File: src/rtl/seg_mux_pkg.sv
// rtl/seg_mux_pkg.sv - shared types, constants and hex decode for the seven-segment scanner
package seg_mux_pkg;

    typedef enum logic {
        BLANK = 1'b0,
        DRIVE = 1'b1
    } scan_state_t;

    localparam logic [6:0] SEG_OFF = 7'b0;

    // Active-high segment pattern, bit order gfedcba
    function automatic logic [6:0] hex_to_seg7(input logic [3:0] i_hex);
        logic [6:0] r_seg;
        case (i_hex)
            4'h0:    r_seg = 7'b0111111;
            4'h1:    r_seg = 7'b0000110;
            4'h2:    r_seg = 7'b1011011;
            4'h3:    r_seg = 7'b1001111;
            4'h4:    r_seg = 7'b1100110;
            4'h5:    r_seg = 7'b1101101;
            4'h6:    r_seg = 7'b1111101;
            4'h7:    r_seg = 7'b0000111;
            4'h8:    r_seg = 7'b1111111;
            4'h9:    r_seg = 7'b1101111;
            4'hA:    r_seg = 7'b1110111;
            4'hB:    r_seg = 7'b1111100;
            4'hC:    r_seg = 7'b0111001;
            4'hD:    r_seg = 7'b1011110;
            4'hE:    r_seg = 7'b1111001;
            default: r_seg = 7'b1110001;
        endcase
        return r_seg;
    endfunction

endpackage

File: src/rtl/seg_slot_timer.sv
// rtl/seg_slot_timer.sv - per-digit slot counter, blank/drive state, digit index and frame strobe
module seg_slot_timer
    import seg_mux_pkg::*;
#(
    parameter int unsigned DIGIT_DIV    = 150000,
    parameter int unsigned BLANK_CYCLES = 2400,
    parameter int unsigned NUM_DIGITS   = 4
) (
    input  logic                          i_clk,
    input  logic                          i_rst,
    output scan_state_t                   o_state,
    output logic [$clog2(NUM_DIGITS)-1:0] o_idx,
    output logic                          o_frame
);

    localparam int CW = $clog2(DIGIT_DIV);
    localparam int IW = $clog2(NUM_DIGITS);
    localparam logic [CW-1:0] CNT_LAST    = CW'(DIGIT_DIV - 1);
    localparam logic [CW-1:0] CNT_PRE     = CW'(DIGIT_DIV - 2);
    localparam logic [CW-1:0] CNT_BLANK_M = CW'(BLANK_CYCLES - 1);
    localparam logic [IW-1:0] IDX_LAST    = IW'(NUM_DIGITS - 1);

    logic [CW-1:0] r_cnt;
    logic [IW-1:0] r_idx;
    logic          r_frame;
    scan_state_t   r_state;
    scan_state_t   w_state_next;
    logic          w_wrap;

    assign w_wrap = (r_cnt == CNT_LAST);

    // r_frame is raised one cycle early so it is high during the wrap cycle itself
    always_ff @(posedge i_clk or posedge i_rst) begin
        if (i_rst) begin
            r_cnt   <= '0;
            r_idx   <= '0;
            r_frame <= 1'b0;
        end else begin
            r_cnt   <= w_wrap ? '0 : r_cnt + CW'(1);
            r_frame <= (r_cnt == CNT_PRE) && (r_idx == IDX_LAST);
            if (w_wrap) begin
                r_idx <= (r_idx == IDX_LAST) ? '0 : r_idx + IW'(1);
            end
        end
    end

    always_ff @(posedge i_clk or posedge i_rst) begin
        if (i_rst) begin
            r_state <= BLANK;
        end else begin
            r_state <= w_state_next;
        end
    end

    always_comb begin
        w_state_next = r_state;
        case (r_state)
            BLANK: if (r_cnt == CNT_BLANK_M) w_state_next = DRIVE;
            DRIVE: if (w_wrap) w_state_next = BLANK;
            default: w_state_next = BLANK;
        endcase
    end

    assign o_state = r_state;
    assign o_idx   = r_idx;
    assign o_frame = r_frame;

endmodule

File: src/rtl/seg_mux_scan.sv
// rtl/seg_mux_scan.sv - N-digit multiplexed seven-segment scanner with double-buffered digits
module seg_mux_scan
    import seg_mux_pkg::*;
#(
    parameter int unsigned NUM_DIGITS     = 4,
    parameter int unsigned DIGIT_DIV      = 150000,
    parameter int unsigned BLANK_CYCLES   = 2400,
    parameter bit          SEL_ACTIVE_LOW = 1'b1,
    parameter bit          SEG_ACTIVE_LOW = 1'b1
) (
    input  logic                    clk,
    input  logic                    reset,
    input  logic                    load,
    input  logic [4*NUM_DIGITS-1:0] digits_in,
    input  logic [NUM_DIGITS-1:0]   blank_in,
    output logic [NUM_DIGITS-1:0]   digit_sel,
    output logic [6:0]              seg,
    output logic                    frame_tick,
    output logic                    pending
);

    localparam int IW = $clog2(NUM_DIGITS);
    localparam logic [NUM_DIGITS-1:0] SEL_OFF     = SEL_ACTIVE_LOW ? {NUM_DIGITS{1'b1}} : {NUM_DIGITS{1'b0}};
    localparam logic [6:0]            SEG_PIN_OFF = SEG_ACTIVE_LOW ? ~SEG_OFF : SEG_OFF;

    scan_state_t     w_state;
    logic [IW-1:0]   w_idx;
    logic            w_frame;

    logic [4*NUM_DIGITS-1:0] r_shd_digits;
    logic [NUM_DIGITS-1:0]   r_shd_blank;
    logic [4*NUM_DIGITS-1:0] r_act_digits;
    logic [NUM_DIGITS-1:0]   r_act_blank;
    logic                    r_pending;
    logic [NUM_DIGITS-1:0]   r_digit_sel;
    logic [6:0]              r_seg;

    logic [3:0]            w_nibble;
    logic                  w_drive;
    logic [NUM_DIGITS-1:0] w_onehot;
    logic [NUM_DIGITS-1:0] w_sel_pin;
    logic [6:0]            w_seg_pin;

    seg_slot_timer #(
        .DIGIT_DIV    (DIGIT_DIV),
        .BLANK_CYCLES (BLANK_CYCLES),
        .NUM_DIGITS   (NUM_DIGITS)
    ) u_timer (
        .i_clk   (clk),
        .i_rst   (reset),
        .o_state (w_state),
        .o_idx   (w_idx),
        .o_frame (w_frame)
    );

    // A load landing on the frame boundary bypasses the shadow straight into active
    always_ff @(posedge clk or posedge reset) begin
        if (reset) begin
            r_shd_digits <= '0;
            r_shd_blank  <= '0;
            r_act_digits <= '0;
            r_act_blank  <= '0;
            r_pending    <= 1'b0;
        end else begin
            if (load) begin
                r_shd_digits <= digits_in;
                r_shd_blank  <= blank_in;
            end
            if (w_frame) begin
                r_pending <= 1'b0;
                if (load) begin
                    r_act_digits <= digits_in;
                    r_act_blank  <= blank_in;
                end else if (r_pending) begin
                    r_act_digits <= r_shd_digits;
                    r_act_blank  <= r_shd_blank;
                end
            end else if (load) begin
                r_pending <= 1'b1;
            end
        end
    end

    always_comb begin
        w_nibble  = r_act_digits[{w_idx, 2'b00} +: 4];
        w_drive   = (w_state == DRIVE) && !r_act_blank[w_idx];
        w_onehot  = {{(NUM_DIGITS-1){1'b0}}, 1'b1} << w_idx;
        w_sel_pin = SEL_OFF;
        w_seg_pin = SEG_PIN_OFF;
        if (w_drive) begin
            w_sel_pin = SEL_ACTIVE_LOW ? ~w_onehot : w_onehot;
            w_seg_pin = SEG_ACTIVE_LOW ? ~hex_to_seg7(w_nibble) : hex_to_seg7(w_nibble);
        end
    end

    always_ff @(posedge clk or posedge reset) begin
        if (reset) begin
            r_digit_sel <= SEL_OFF;
            r_seg       <= SEG_PIN_OFF;
        end else begin
            r_digit_sel <= w_sel_pin;
            r_seg       <= w_seg_pin;
        end
    end

    assign digit_sel  = r_digit_sel;
    assign seg        = r_seg;
    assign frame_tick = w_frame;
    assign pending    = r_pending;

endmodule

File: config.mk
export PLATFORM = sky130hd
export DESIGN_NAME = seg_mux_scan
export DESIGN_NICKNAME = d
export VERILOG_FILES = /design/src/rtl/seg_mux_pkg.sv /design/src/rtl/seg_slot_timer.sv /design/src/rtl/seg_mux_scan.sv
export SDC_FILE = /design/constraint.sdc
export NUM_CORES = 1
export LEC_CHECK = 0
export CAP_MARGIN = 10
export CORE_MARGIN = 2
export CORE_UTILIZATION = 60
export DETAILED_ROUTE_END_ITERATION = 8
export GPL_TIMING_DRIVEN = 0
export PLACE_DENSITY = 0.84
export SLEW_MARGIN = 20
export SYNTH_ARGS = -nofsm -noshare
export SYNTH_HDL_FRONTEND = slang
export SYNTH_HIERARCHICAL = 1
export SYNTH_SLANG_ARGS = --single-unit
File: constraint.sdc
create_clock -name clk -period 6 [get_ports clk]
set_input_delay 1.2 -clock clk [delete_from_list [all_inputs] [get_ports clk]]
set_output_delay 1.2 -clock clk [all_outputs]
set_load 0.05 [all_outputs]
-- After elaboration in Yosys (flattened, before gate mapping)
Memory sizes are Yosys's and may differ from the RTL's.
Index checks and enable logic that the tools add are counted.
- register bits after elaboration: 74
- ROM bits: 112
- input bits: 23
- output and inout bits: 13
- logic and storage cells: 46
- memories: 1
- add/subtract/negate cells: 2
- magnitude comparators: 1
- equal/unequal tests: 4
- shift operators: 2
- mux-type cells: 16
- bitwise gates (word level): 3
- reductions and logical operators: 6
- memories (memory ; depth ; bits a word ; read ports ; clocked after Yosys merged registers in ; wr ports ; RTL line ; text):
    (name not given) ; 16 ; 7 ; 1 ; 0 ; 0 ; seg_mux_pkg.sv:14 ; case (i_hex)
- operators by type and width (kind ; number):
    $eq 18x18->1 const B ; 2
    $mux 16 ; 2
    $add 18x1->18 const B ; 1
    $eq 18x12->1 const B ; 1
    $mux 18 ; 1
    $shiftx 16x5->4 ; 1
    $mux 7 ; 2
    $mux 4 ; 3
    $not 7->7 ; 1
    $mux 1 ; 5
    $not 4->4 ; 1
    $reduce_bool 2->1 ; 2
    $shl 1x2->4 const A ; 1
    $lt 2x3->1 const B ; 1
    $add 2x1->2 const B ; 1
    $bmux 1 s2 ; 1
    $eq 2x2->1 const B ; 1
    $logic_and 1x1->1 ; 2
    $mux 2 ; 1
    $pmux 1 s2 ; 1
    $reduce_and 2->1 ; 1
    $logic_not 1->1 ; 1
    $not 1->1 ; 1

-- Logic depth before layout (Yosys ltp)
Gate-level depths: netlist of run 1.
- depth in word-level cells: 7
- gate-level depth with buffers: 8
- mapped depth without buffers: 7

-- Cells and area by module
The synthesis of run 1 kept the hierarchy.
- by module, submodules not included (module ; instances ; cells each ; area each (um2) ; sequential area each (um2)):
    seg_mux_scan ; 1 ; 151 ; 2255.9 ; 1315.0
    seg_slot_timer ; 1 ; 101 ; 1084.8 ; 550.5

-- Least setup slack after synthesis of run 1
OpenSTA, ideal clock, no wires.
- kind: input port to flip-flop
- start point: input port load
- end point: register r_act_blank[0]
- arrival: 2.144 ns
- setup slack: 3.731 ns
- stages on the path: 3
- cells stage by stage: buf_1 > mux2_2 > mux2_2
- cells in the longest elaborated chain, start to end: 2
- RTL lines (item ; RTL line ; text):
    start: declaration ; seg_mux_scan.sv:13 ; input logic load,
    $reduce_bool 2->1 (no line) ; -- ;
    $reduce_and 2->1 (no line) ; -- ;
    end signal: assignment ; seg_mux_scan.sv:73 ; r_act_blank <= blank_in;
    end signal: assignment ; seg_mux_scan.sv:76 ; r_act_blank <= r_shd_blank;
    end: declaration ; seg_mux_scan.sv:33 ; logic [NUM_DIGITS-1:0] r_act_blank;
Several ways; a longest one is shown, not always the timed one.
A chain may end at the register's enable or synchronous reset.

-- Worst setup path in the final report of run 1
- start point: register r_seg[5] (netlist: seg[5])
- end point: output port seg[5]
- RTL lines (item ; RTL line ; text):
    start: declaration ; seg_mux_scan.sv:36 ; logic [6:0] r_seg;
    start signal: assignment ; seg_mux_scan.sv:102 ; r_seg <= w_seg_pin;
    end: declaration ; seg_mux_scan.sv:17 ; output logic [6:0] seg,
No word-level cell between the ends.

==> results by group, run 1 <==
Layout
  • Multi-input logic area: 0.001371 sq mm
  • Fraction of layout cells with a size suffix above 1: 0.2862
  • # fillers: 364
  • Post-route insts no fill: 376
  • N_diodes: 0
  • Post-layout nets: 331
  • Final core utilization: 0.7306
  • Register area: 0.001866 sq mm
  • Layout area overhead: 18.95%
  • Final cell area excluding filler cells: 0.003974 sq mm

STA
  • Fin crit share: 0.4741
  • Minimum clock period: 2.845 ns
  • Final Hold Violating Endpoints: 0
  • RSZ-0062 raised after global routing: no
  • Fin. max-slew vios: 0
  • Worst slew pin tran: 0.8433 ns
  • Slew HR: 0.4372
  • Fmax: 351.5 MHz
  • Clock Skews: 0.008857 ns
  • # setup viols final: 0
  • Final TNS setup: 0 ns

Die
  • Starting density of the core: 0.6142
  • Num rows: 27
  • Die ar.: 0.006180 sq mm
  • Die H: 78.62 microns
  • Die width: 78.62 microns
  • CORE AREA: 0.005439 sq mm
  • Num ports: 36

Synthesis
  • Area share of and/or/nand/nor cells after synthesis: 0.1228
  • Number of synthesized flops with an enable pin: 0
  • Yosys top cell area share: 0.4719
  • Async SR Flop Fraction: 1.000
  • Register bit count reported by yosys: 74
  • Synth Area in XOR/XNOR: 0.03670
  • Largest family of logic cells by synthesized area: multiplexers
  • Distinct cells, synth: 40
  • Post-Synth Adder-Cell Area: 0.03371
  • Synthesis Warnings: 6
  • Synth cell count leaders: dfrtp_1, mux2_2, nor2_1, dfstp_2, nand3_1
  • Synth Instances: 252
  • Area contributors post-synth: dfrtp_1, mux2_2, dfstp_2, ha_1, mux4_2
  • Syn avg cell area: 13.26 sq um
  • Post-synth net total: 284
  • Count leader, synth: dfrtp_1
  • Ys flop type: dfrtp_1
  • Cell accounting for the most synthesized area: dfrtp_1
  • Register area share after synthesis: 0.5584
  • Compound-cell area share of the yosys netlist: 0.02285
  • Mapped cell area: 0.003341 sq mm
  • Post-synthesis mux area share: 0.1944

Clocking
  • # Post-CTS Setup Buffers: 0
  • Clk slew on worst S/H paths: 0.07 ns
  • Total CTS buffers: 9
  • CTS tree: built
  • Clk_lat worst skew: 0.33 ns
  • H-tree Lvls: 3
  • Hold-fix buffers at CTS: 0
  • CTS Sinks: 74
  • CTS Root Cell: clkbuf_8
  • # resized after CTS: 0
  • Clk buf depth: 2

Global routing
  • First-pass GRT wire length: 10.22 mm
  • Initial antenna violation count: 0
  • Pin count of the biggest net entering global routing: 29
  • Gr usage total: 0.2175
  • Number of global-route vias before repair: 2118
  • Grt ovf: 0

Outcome
  • Status: complete, no violations

Worst setup path
  • Critical path class: reg -> out
  • Worst path buffer plus inverter count: 1
  • Worst-path cell chain: clkdlybuf4s50_1
  • CP peak stage delay: 0.79 ns
  • Critical path required time: 4.80 ns
  • Critical-path top delay cell: clkdlybuf4s50_1
  • Critical path peak fanout: 1
  • Top delay family on crit path: buffers and inverters
  • Crit start category: flop
  • CP Capture Type: output pin
  • Worst EP arrival: 1.64 ns

Routing
  • Iter 0 DRT Violations: 95
  • Detailed Routing Iterations Pass 1: 4
  • DR WL/cell: 15.68 microns
  • Vias per cell: 5.476
  • Post-route DRC: 0
  • ANT nets after route: 0
  • Drt total wl: 5.895 mm
  • Vias: 2059

Placement
  • Placed cell area: 0.003809 sq mm
  • Post-detail-place hpwl: 4.373 mm
  • Placer congestion estimate: 0.8765
  • Placed Instances: 360
  • Port Buffer Count: 35

Run
  • Max_cap viols: 0

Power
  • LEAKAGE: 1.736 nW
  • Power Dens Cells: 224.6 mW/mm^2
  • Max VDD drop: 194.8 uV
  • Design Power: 892.7 uW

Hold path
  • Hold Path Class: reg -> reg
==> state kept, by name, summed over array words and instances, names as in the netlist, 2 cells and up <==
register and flops:
digit_sel 4, r_act_blank 4, r_act_digits 16, r_shd_blank 4
r_shd_digits 16, seg 7, u_timer/o_idx 2, u_timer/r_cnt 18
==> logic make-up (layout without fill, tap and decap cells) <==
family                   count (synthesis)  after routing
multiplexers                            52             52
flip-flops                              74             74
XOR/XNOR                                14             14
AND/OR/NAND/NOR                         72             72
adder cells (fa/ha/maj)                  9              9
AO/OA/AOI/OAI                           12             12
buffers and inverters                   19             71
==> stage by stage <==
step	setup slack [ns]	hold WS, ns
floorplan	3.560	0.4557
global placement	2.649	0.4509
detailed placement	2.898	0.4528
CTS	3.131	0.4639
global route	3.103	0.4873
finish	3.155	0.4651
==> power breakdown <==
part	internal, mW	switching (mW)
sequential	0.512	0.00333
clock	0.162	0.167
combinational	0.0270	0.0219
==> area by class of cell <==
class	count	area share
Buffer	10	0.01763
Clock buffer	14	0.03841
Clock inverter	2	0.003149
Inverter	9	0.008501
Multi-Input combinational cell	159	0.3451
Sequential cell	74	0.4695
Tap cell	72	0.02267
Timing Repair Buffer	36	0.09509
==> layout by cell type (no fill, tap or decap), types with 6 or more instances in the layout <==
| cell | synthesis | routed |
|---|---|---|
| xor2_1 | 7 | 7 |
| nor2_1 | 19 | 19 |
| ha_1 | 9 | 9 |
| dfstp_2 | 11 | 11 |
| clkbuf_8 | 0 | 10 |
| xnor2_1 | 7 | 7 |
| clkdlybuf4s50_1 | 0 | 35 |
| nand3_1 | 11 | 11 |
| nand2_1 | 9 | 9 |
| clkbuf_1 | 2 | 6 |
| mux2_2 | 41 | 41 |
| dfrtp_1 | 63 | 63 |
| inv_1 | 9 | 8 |
==> layer usage <==
layer | vias up | wire length [microns] | GRT usage
li1 | 991 | - | -
met1 | 1013 | 2602 | 0.2840
met2 | 45 | 2984 | 0.3581
met3 | 10 | 212 | 0.04828
met4 | 0 | 95 | 0.08070
met5 | - | 0 | 0
==> final timing paths <==
| check | startpoint | to | slack (ns) | cells past startpoint |
|---|---|---|---|---|
| worst min-delay path | u_timer/o_frame | pending | 0.47 | 1 |
| min in group asynchronous | reset | r_shd_digits[15] | 1.26 | 2 |
| worst max register to register | u_timer/o_idx[0] | seg[3] | 3.87 | 7 |
| worst max-delay path | seg[5] | seg[5] | 3.16 | 1 |
| worst min register to register | u_timer/o_frame | pending | 0.47 | 1 |
| max in group asynchronous | reset | u_timer/r_cnt[8] | 4.09 | 2 |
Note: power is estimated with default switching activity, not from simulation.
==> run 2: changes to the inputs <==
--- a/config.mk
+++ b/config.mk
@@ -7,10 +7,10 @@
 export LEC_CHECK = 0
 export CAP_MARGIN = 10
 export CORE_MARGIN = 2
-export CORE_UTILIZATION = 60
+export CORE_UTILIZATION = 50
 export DETAILED_ROUTE_END_ITERATION = 8
 export GPL_TIMING_DRIVEN = 0
-export PLACE_DENSITY = 0.84
+export PLACE_DENSITY = 0.75
 export SLEW_MARGIN = 20
 export SYNTH_ARGS = -nofsm -noshare
 export SYNTH_HDL_FRONTEND = slang
==> constraint.sdc (replaced) <==
create_clock -name clk -period 2.4 [get_ports clk]
set_input_delay 0.48 -clock clk [delete_from_list [all_inputs] [get_ports clk]]
set_output_delay 0.48 -clock clk [all_outputs]
set_load 0.05 [all_outputs]
==> run 2 against run 1 <==
  * Design area increased by 1.8%
  * Critical path type is now reg -> reg
  * Global-route usage decreased by 3.4 points
  * Via count increased by 0.39%
  * Final cell count increased by 1.3%
  * The flow now finishes with violations (design-rule violations)
  * Non-clock buffer count unchanged
  * Sequential share of layout area decreased by 0.83 points
  * Routed wire length increased by 1.0%
  * Total power increased to 2.8 times the previous value
  * First-iteration DRC count decreased by 21%
  * Combinational power increased by 150%
  * Critical endpoint is now seg[3]
  * Worst setup slack got worse by 2.9 ns
  * Largest cell class unchanged
==> results by group, run 2 (synthesis gave the netlist of run 1 again) <==
Outcome
  • Status: complete, but fails checks
  • Failing checks: design-rule violations

Power
  • Power Dens Cells: 623.9 mW/mm^2 (+180%)
  • Max VDD drop: 272.8 uV (+40%)
  • LEAKAGE: 1.771 nW (+2.0%)
  • Design Power: 2.524 mW (+180%)

Routing
  • Vias per cell: 5.425 (-0.93%)
  • Vias: 2067 (+0.39%)
  • Detailed Routing Iterations Pass 1: 6 (+2)
  • ANT nets after route: 0 (unchanged)
  • DR WL/cell: 15.63 microns (-0.29%)
  • Drt total wl: 5.956 mm (+1.0%)
  • Post-route DRC: 3 (+3)
  • Iter 0 DRT Violations: 75 (-21%)

Worst setup path
  • CP peak stage delay: 0.60 ns (-0.19 ns)
  • Critical path class: reg -> reg
  • Top delay family on crit path: multiplexers
  • Worst EP arrival: 2.42 ns (+0.78 ns)
  • Worst setup startpoint: u_timer/o_idx[0]
  • Crit start category: flop
  • Critical path peak fanout: 9 (+8)
  • Worst path buffer plus inverter count: 2 (+1)
  • CP Capture Type: flop
  • R2R setup slack: 0.24 ns (-3.63 ns)
  • Worst-path cell chain: buf_2 -> mux4_2 -> inv_1 -> ha_1 -> mux2i_1 -> nor3b_1 -> a31oi_1
  • Critical-path top delay cell: mux4_2
  • Critical path required time: 2.67 ns (-2.13 ns)
  • Worst r2r src: u_timer/o_idx[0]

Clocking
  • # Post-CTS Setup Buffers: 0 (unchanged)
  • # resized after CTS: 0 (unchanged)
  • Clk buf depth: 2 (unchanged)
  • CTS Sinks: 74 (unchanged)
  • H-tree Lvls: 3 (unchanged)
  • Total CTS buffers: 9 (unchanged)
  • Clk_lat worst skew: 0.34 ns (about the same)
  • Hold-fix buffers at CTS: 0 (unchanged)
  • CTS Root Cell: clkbuf_8
  • CTS tree: built
  • Clk slew on worst S/H paths: 0.08 ns (about the same)

Placement
  • Placer congestion estimate: 0.8061 (-8.0%)
  • Port Buffer Count: 35 (unchanged)
  • Placed cell area: 0.003807 sq mm (about the same)
  • Post-detail-place hpwl: 4.434 mm (+1.4%)

STA
  • Fmax: 463.5 MHz
  • Fin crit share: 0.8989
  • Fin. max-slew vios: 0 (unchanged)
  • Slew HR: 0.4570 (+0.01979)
  • Clock Skews: 0.007726 ns (-0.001131 ns)
  • # setup viols final: 0 (unchanged)
  • Worst slew pin tran: 0.8136 ns (-0.02965 ns)
  • RSZ-0062 raised after global routing: no
  • Final Hold Violating Endpoints: 0 (unchanged)
  • Minimum clock period: 2.157 ns

Layout
  • Most frequent cells in the layout: dfrtp_1, mux2_2, clkdlybuf4s50_1
  • Top flop regs: u_timer/r_cnt (18), r_act_digits (16), r_shd_digits (16)
  • N_diodes: 0 (unchanged)
  • Top reg by flops: u_timer/r_cnt
  • Most common cell after layout, fill and taps aside: dfrtp_1
  • Final cell area excluding filler cells: 0.004045 sq mm (+1.8%)
  • Post-layout nets: 331 (unchanged)
  • Fraction of layout cells with a size suffix above 1: 0.2993 (+0.01316)
  • Layout area overhead: 21.09%
  • Number of flip-flops in the largest register: 18 (unchanged)

Global routing
  • Grt ovf: 0 (unchanged)
  • Gr usage total: 0.1833 (-0.03415)
  • Initial antenna violation count: 0 (unchanged)
  • Pin count of the biggest net entering global routing: 31 (+6.9%)
  • First-pass GRT wire length: 10.36 mm (+1.4%)
  • Number of global-route vias before repair: 2160 (+2.0%)

Run
  • Max_cap viols: 0 (unchanged)

Hold path
  • Hold wc startpoint: u_timer/o_frame
  • Hold Path Class: reg -> reg

Die
  • Num ports: 36 (unchanged)
  • Starting density of the core: 0.5202 (-0.09405)
  • Die width: 85.74 microns (+9.1%)
  • Die ar.: 0.007351 sq mm (+19%)
  • Num rows: 29 (+7.4%)
  • Die H: 85.74 microns (+9.1%)
  • CORE AREA: 0.006422 sq mm (+18%)
[run 2: where the power goes]
| part | switching (mW) | leakage (nW) | internal, mW |
|---|---|---|---|
| sequential | 0.00836 | 0.931 | 1.28 |
| clock | 0.446 | 0.119 | 0.669 |
| combinational | 0.0542 | 0.721 | 0.0661 |
| total | 0.508 | 1.77 | 2.02 |
[run 2: final timing paths]
kind	to	cells after the start
worst max-delay path	seg[3]	7
worst min-delay path	pending	1
worst max register to register	seg[3]	7
worst min register to register	pending	1
max in group asynchronous	u_timer/r_cnt[2]	2
min in group asynchronous	r_shd_digits[15]	2
[run 2: cell type report]
type                    count  area [sq um]
fillers                   489          2377
flip-flops and latches     74          1866
multi-input cells         159          1371
repair buffers             36         370.4
clock buffers              12         165.2
well taps                  77         96.34
clock inverters             4         72.57
plain buffers              10         70.07
inverters                   9         33.78
[run 2: worst register-to-register path, cell delays in order, from the launching register on]
cell and delay, ns:
dfrtp_1 0.40, buf_2 0.27, mux4_2 0.60, inv_1 0.16
ha_1 0.26, mux2i_1 0.15, nor3b_1 0.07, a31oi_1 0.18
[run 2: metrics by stage]
step           utilization  hold WS, ns  setup WS, ns  cells  TNS, ns
2_1_floorplan            -       0.4557        0.3584    252        0
3_3_place_gp        0.5897       0.4365       -0.2686    364   -10.90
3_5_place_dp        0.5928       0.4458       0.02719    365        0
4_1_cts             0.6298       0.4548        0.2416    381        0
5_1_grt             0.6298       0.4880       0.07306    381        0
6_report            0.6298       0.4514        0.2427    381        0
[run 2: metal layers]
metal	wire, microns	track usage	vias up
met3	217	0.05294	11
met1	2664	0.2386	1031
met4	104	0.06782	0
li1	-	-	989
met5	0	0	-
met2	2970	0.2940	36
==> run 3: changes to the inputs <==
--- a/config.mk
+++ b/config.mk
@@ -6,7 +6,7 @@
 export NUM_CORES = 1
 export LEC_CHECK = 0
 export CAP_MARGIN = 10
-export CORE_MARGIN = 2
+export CORE_MARGIN = 10
 export CORE_UTILIZATION = 50
 export DETAILED_ROUTE_END_ITERATION = 8
 export GPL_TIMING_DRIVEN = 0
==> run 3 against run 2 <==
  * The run now ends clean
  * Die area rose by 41%
  * Critical path depth did not move
  * Clock-buffer cell count grew 4
  * Sequential share of layout area grew 0.78 points
  * Routed wire length increased by 3.3%
  * Non-clock buffer count did not move
  * Global-route usage shrank 5.8 points
  * Combinational power hardly changed
  * Largest power group unchanged
==> results by group, run 3 (synthesis gave the netlist of run 1 again) <==
Routing
  • DR WL/cell: 16.15 microns (+3.3%)
  • Iter 0 DRT Violations: 130 (+73%)
  • Detailed Routing Iterations Pass 1: 4 (-2)
  • Vias: 2097 (+1.5%)
  • Drt total wl: 6.152 mm (+3.3%)
  • ANT nets after route: 0 (unchanged)
  • Vias per cell: 5.504 (+1.5%)
  • Post-route DRC: 0 (-3)

Clocking
  • Clk slew on worst S/H paths: 0.07 ns (about the same)
  • CTS Root Cell: clkbuf_8
  • CTS Sinks: 74 (unchanged)
  • Clk buf depth: 2 (unchanged)
  • Total CTS buffers: 9 (unchanged)
  • Clk_lat worst skew: 0.33 ns (about the same)
  • # resized after CTS: 0 (unchanged)
  • H-tree Lvls: 3 (unchanged)
  • # Post-CTS Setup Buffers: 0 (unchanged)
  • CTS tree: built
  • Hold-fix buffers at CTS: 0 (unchanged)

Power
  • LEAKAGE: 1.737 nW (-1.9%)
  • Max VDD drop: 306.0 uV (+12%)
  • Internal power: 1.782 mW (-12%)
  • Clock share of power: 0.375 (-0.067)
  • Switch share: 0.2086 (+0.007201)
  • Combinational power share: 0.053 (+0.005)
  • Switching pwr: 469.9 uW (-7.6%)
  • Power Dens Cells: 566.2 mW/mm^2 (-9.2%)
  • Seq pwr share: 0.572 (+0.061)

Worst setup path
  • CP endpoint: seg[3]
  • R2R setup slack: 0.24 ns (about the same)
  • RR Endpoint: seg[3]
  • R2R depth: 7 (unchanged)
  • Critical path peak fanout: 9 (unchanged)
  • Crit start category: flop
  • CP Capture Type: flop
  • Critical path required time: 2.66 ns (about the same)
  • Worst EP arrival: 2.41 ns (about the same)
  • Worst r2r src: u_timer/o_idx[0]
  • Critical path class: reg -> reg
  • Worst setup startpoint: u_timer/o_idx[0]

Layout
  • Multi-input logic area: 0.001371 sq mm (unchanged)
  • # fillers: 498 (+1.8%)
  • Most common cell after layout, fill and taps aside: dfrtp_1
  • Post-route insts no fill: 381 (unchanged)
  • Post-layout nets: 331 (unchanged)
  • Top flop regs: u_timer/r_cnt (18), r_act_digits (16), r_shd_digits (16)
  • Layout area overhead: 19.06%
  • Register area: 0.001866 sq mm (unchanged)
  • Most frequent cells in the layout: dfrtp_1, mux2_2, clkdlybuf4s50_1
  • Number of flip-flops in the largest register: 18 (unchanged)
  • Fraction of layout cells with a size suffix above 1: 0.2829 (-0.01645)
  • Top reg by flops: u_timer/r_cnt
  • N_diodes: 0 (unchanged)

Global routing
  • Initial antenna violation count: 0 (unchanged)
  • First-pass GRT wire length: 10.21 mm (-1.4%)
  • Gr usage total: 0.1258 (-0.05757)
  • Pin count of the biggest net entering global routing: 30 (-3.2%)
  • Number of global-route vias before repair: 2105 (-2.5%)
  • Grt ovf: 0 (unchanged)

Die
  • Num rows: 29 (unchanged)
  • Die ar.: 0.01035 sq mm (+41%)
  • CORE AREA: 0.006422 sq mm (unchanged)
  • Die H: 101.7 microns (+19%)
  • Num ports: 36 (unchanged)
  • Starting density of the core: 0.5202 (unchanged)
  • Die width: 101.7 microns (+19%)

Placement
  • Placer congestion estimate: 0.7922 (-1.7%)
  • Pre-CTS WS: 0.009521 ns (-0.01767 ns)
  • Placed Instances: 365 (unchanged)
  • Port Buffer Count: 35 (unchanged)
  • Post-detail-place hpwl: 4.553 mm (+2.7%)

STA
  • Minimum clock period: 2.159 ns (+0.001898 ns)
  • Fin. max-slew vios: 0 (unchanged)
  • Clock Skews: 0.009793 ns (+0.002067 ns)
  • Fin crit share: 0.8997 (about the same)
  • Final TNS setup: 0 ns (unchanged)
  • RSZ-0062 raised after global routing: no
  • Slew HR: 0.4178 (-0.03919)
  • Fmax: 463.1 MHz (about the same)
  • Final Hold Violating Endpoints: 0 (unchanged)
  • Hold WS: 0.4428 ns (-0.008678 ns)
  • # setup viols final: 0 (unchanged)
  • Worst slew pin tran: 0.8723 ns (+0.05872 ns)
  • Final WS setup: 0.2408 ns (-0.001898 ns)

Hold path
  • Hold Path Class: reg -> reg

Outcome
  • Status: complete, no violations

Run
  • Max_cap viols: 0 (unchanged)
==> run 3: changes by cell type in the layout (fill, tap and decap cells not counted), sizes merged <==
cell      before  now
bufinv         2    0
clkbuf        14   18
clkinv         1    0
clkinvlp       1    0
==> run 3: cell type report <==
cell class	instances	area share
timing repair buffer	36	0.09311
multi-input combinational	159	0.3448
clock buffer	16	0.04278
inverter	9	0.008493
tap	77	0.02422
sequential	74	0.4690
buffer	10	0.01762
==> run 3: metrics by stage <==
| step | util | power (mW) | instance area [sq um] |
|---|---|---|---|
| after global routing | 0.6193 | 2.346 | 3978 |
| after floorplan | - | 1.373 | 3341 |
| after global placement | 0.5897 | 1.427 | 3787 |
| after CTS | 0.6193 | 2.276 | 3978 |
| final | 0.6193 | 2.252 | 3978 |
| after detailed placement | 0.5928 | 1.435 | 3807 |
==> run 3: power by group through the flow <==
| stage | logic (mW) | registers [mW] | clock network [mW] |
|---|---|---|---|
| after global routing | 0.134 | 1.29 | 0.922 |
| final | 0.120 | 1.29 | 0.844 |
| after floorplan | 0.0645 | 1.31 | 0 |
| after global placement | 0.117 | 1.31 | 0 |
| after detailed placement | 0.123 | 1.31 | 0 |
| after CTS | 0.124 | 1.29 | 0.864 |
==> run 3: routing by layer <==
layer | up-vias | track usage | part of all wire
li1 | 995 | - | -
met1 | 1048 | 0.1589 | 0.46
met2 | 48 | 0.1894 | 0.46
met3 | 6 | 0.04765 | 0.064
met4 | 0 | 0.05281 | 0.015
met5 | - | 0 | 0
==> run 3: how the worst min path moves through the flow <==
stage                         start      endpoint  slack [ns]  cells past startpoint
CTS                 u_timer/o_frame       pending        0.45                      1
finish              u_timer/o_frame       pending        0.44                      1
global placement    u_timer/o_frame       pending        0.43                      1
global route        u_timer/o_frame       pending        0.47                      1
floorplan            r_act_blank[3]  digit_sel[3]        0.46                      1
detailed placement  u_timer/o_frame       pending        0.44                      1
==> run 3: critical path: stages, from the launching register on <==
cell     delay [ns]
dfrtp_1        0.39
buf_2          0.27
mux4_2         0.60
inv_1          0.16
ha_1           0.27
mux2i_1        0.16
nor3b_1        0.07
a31oi_1        0.17
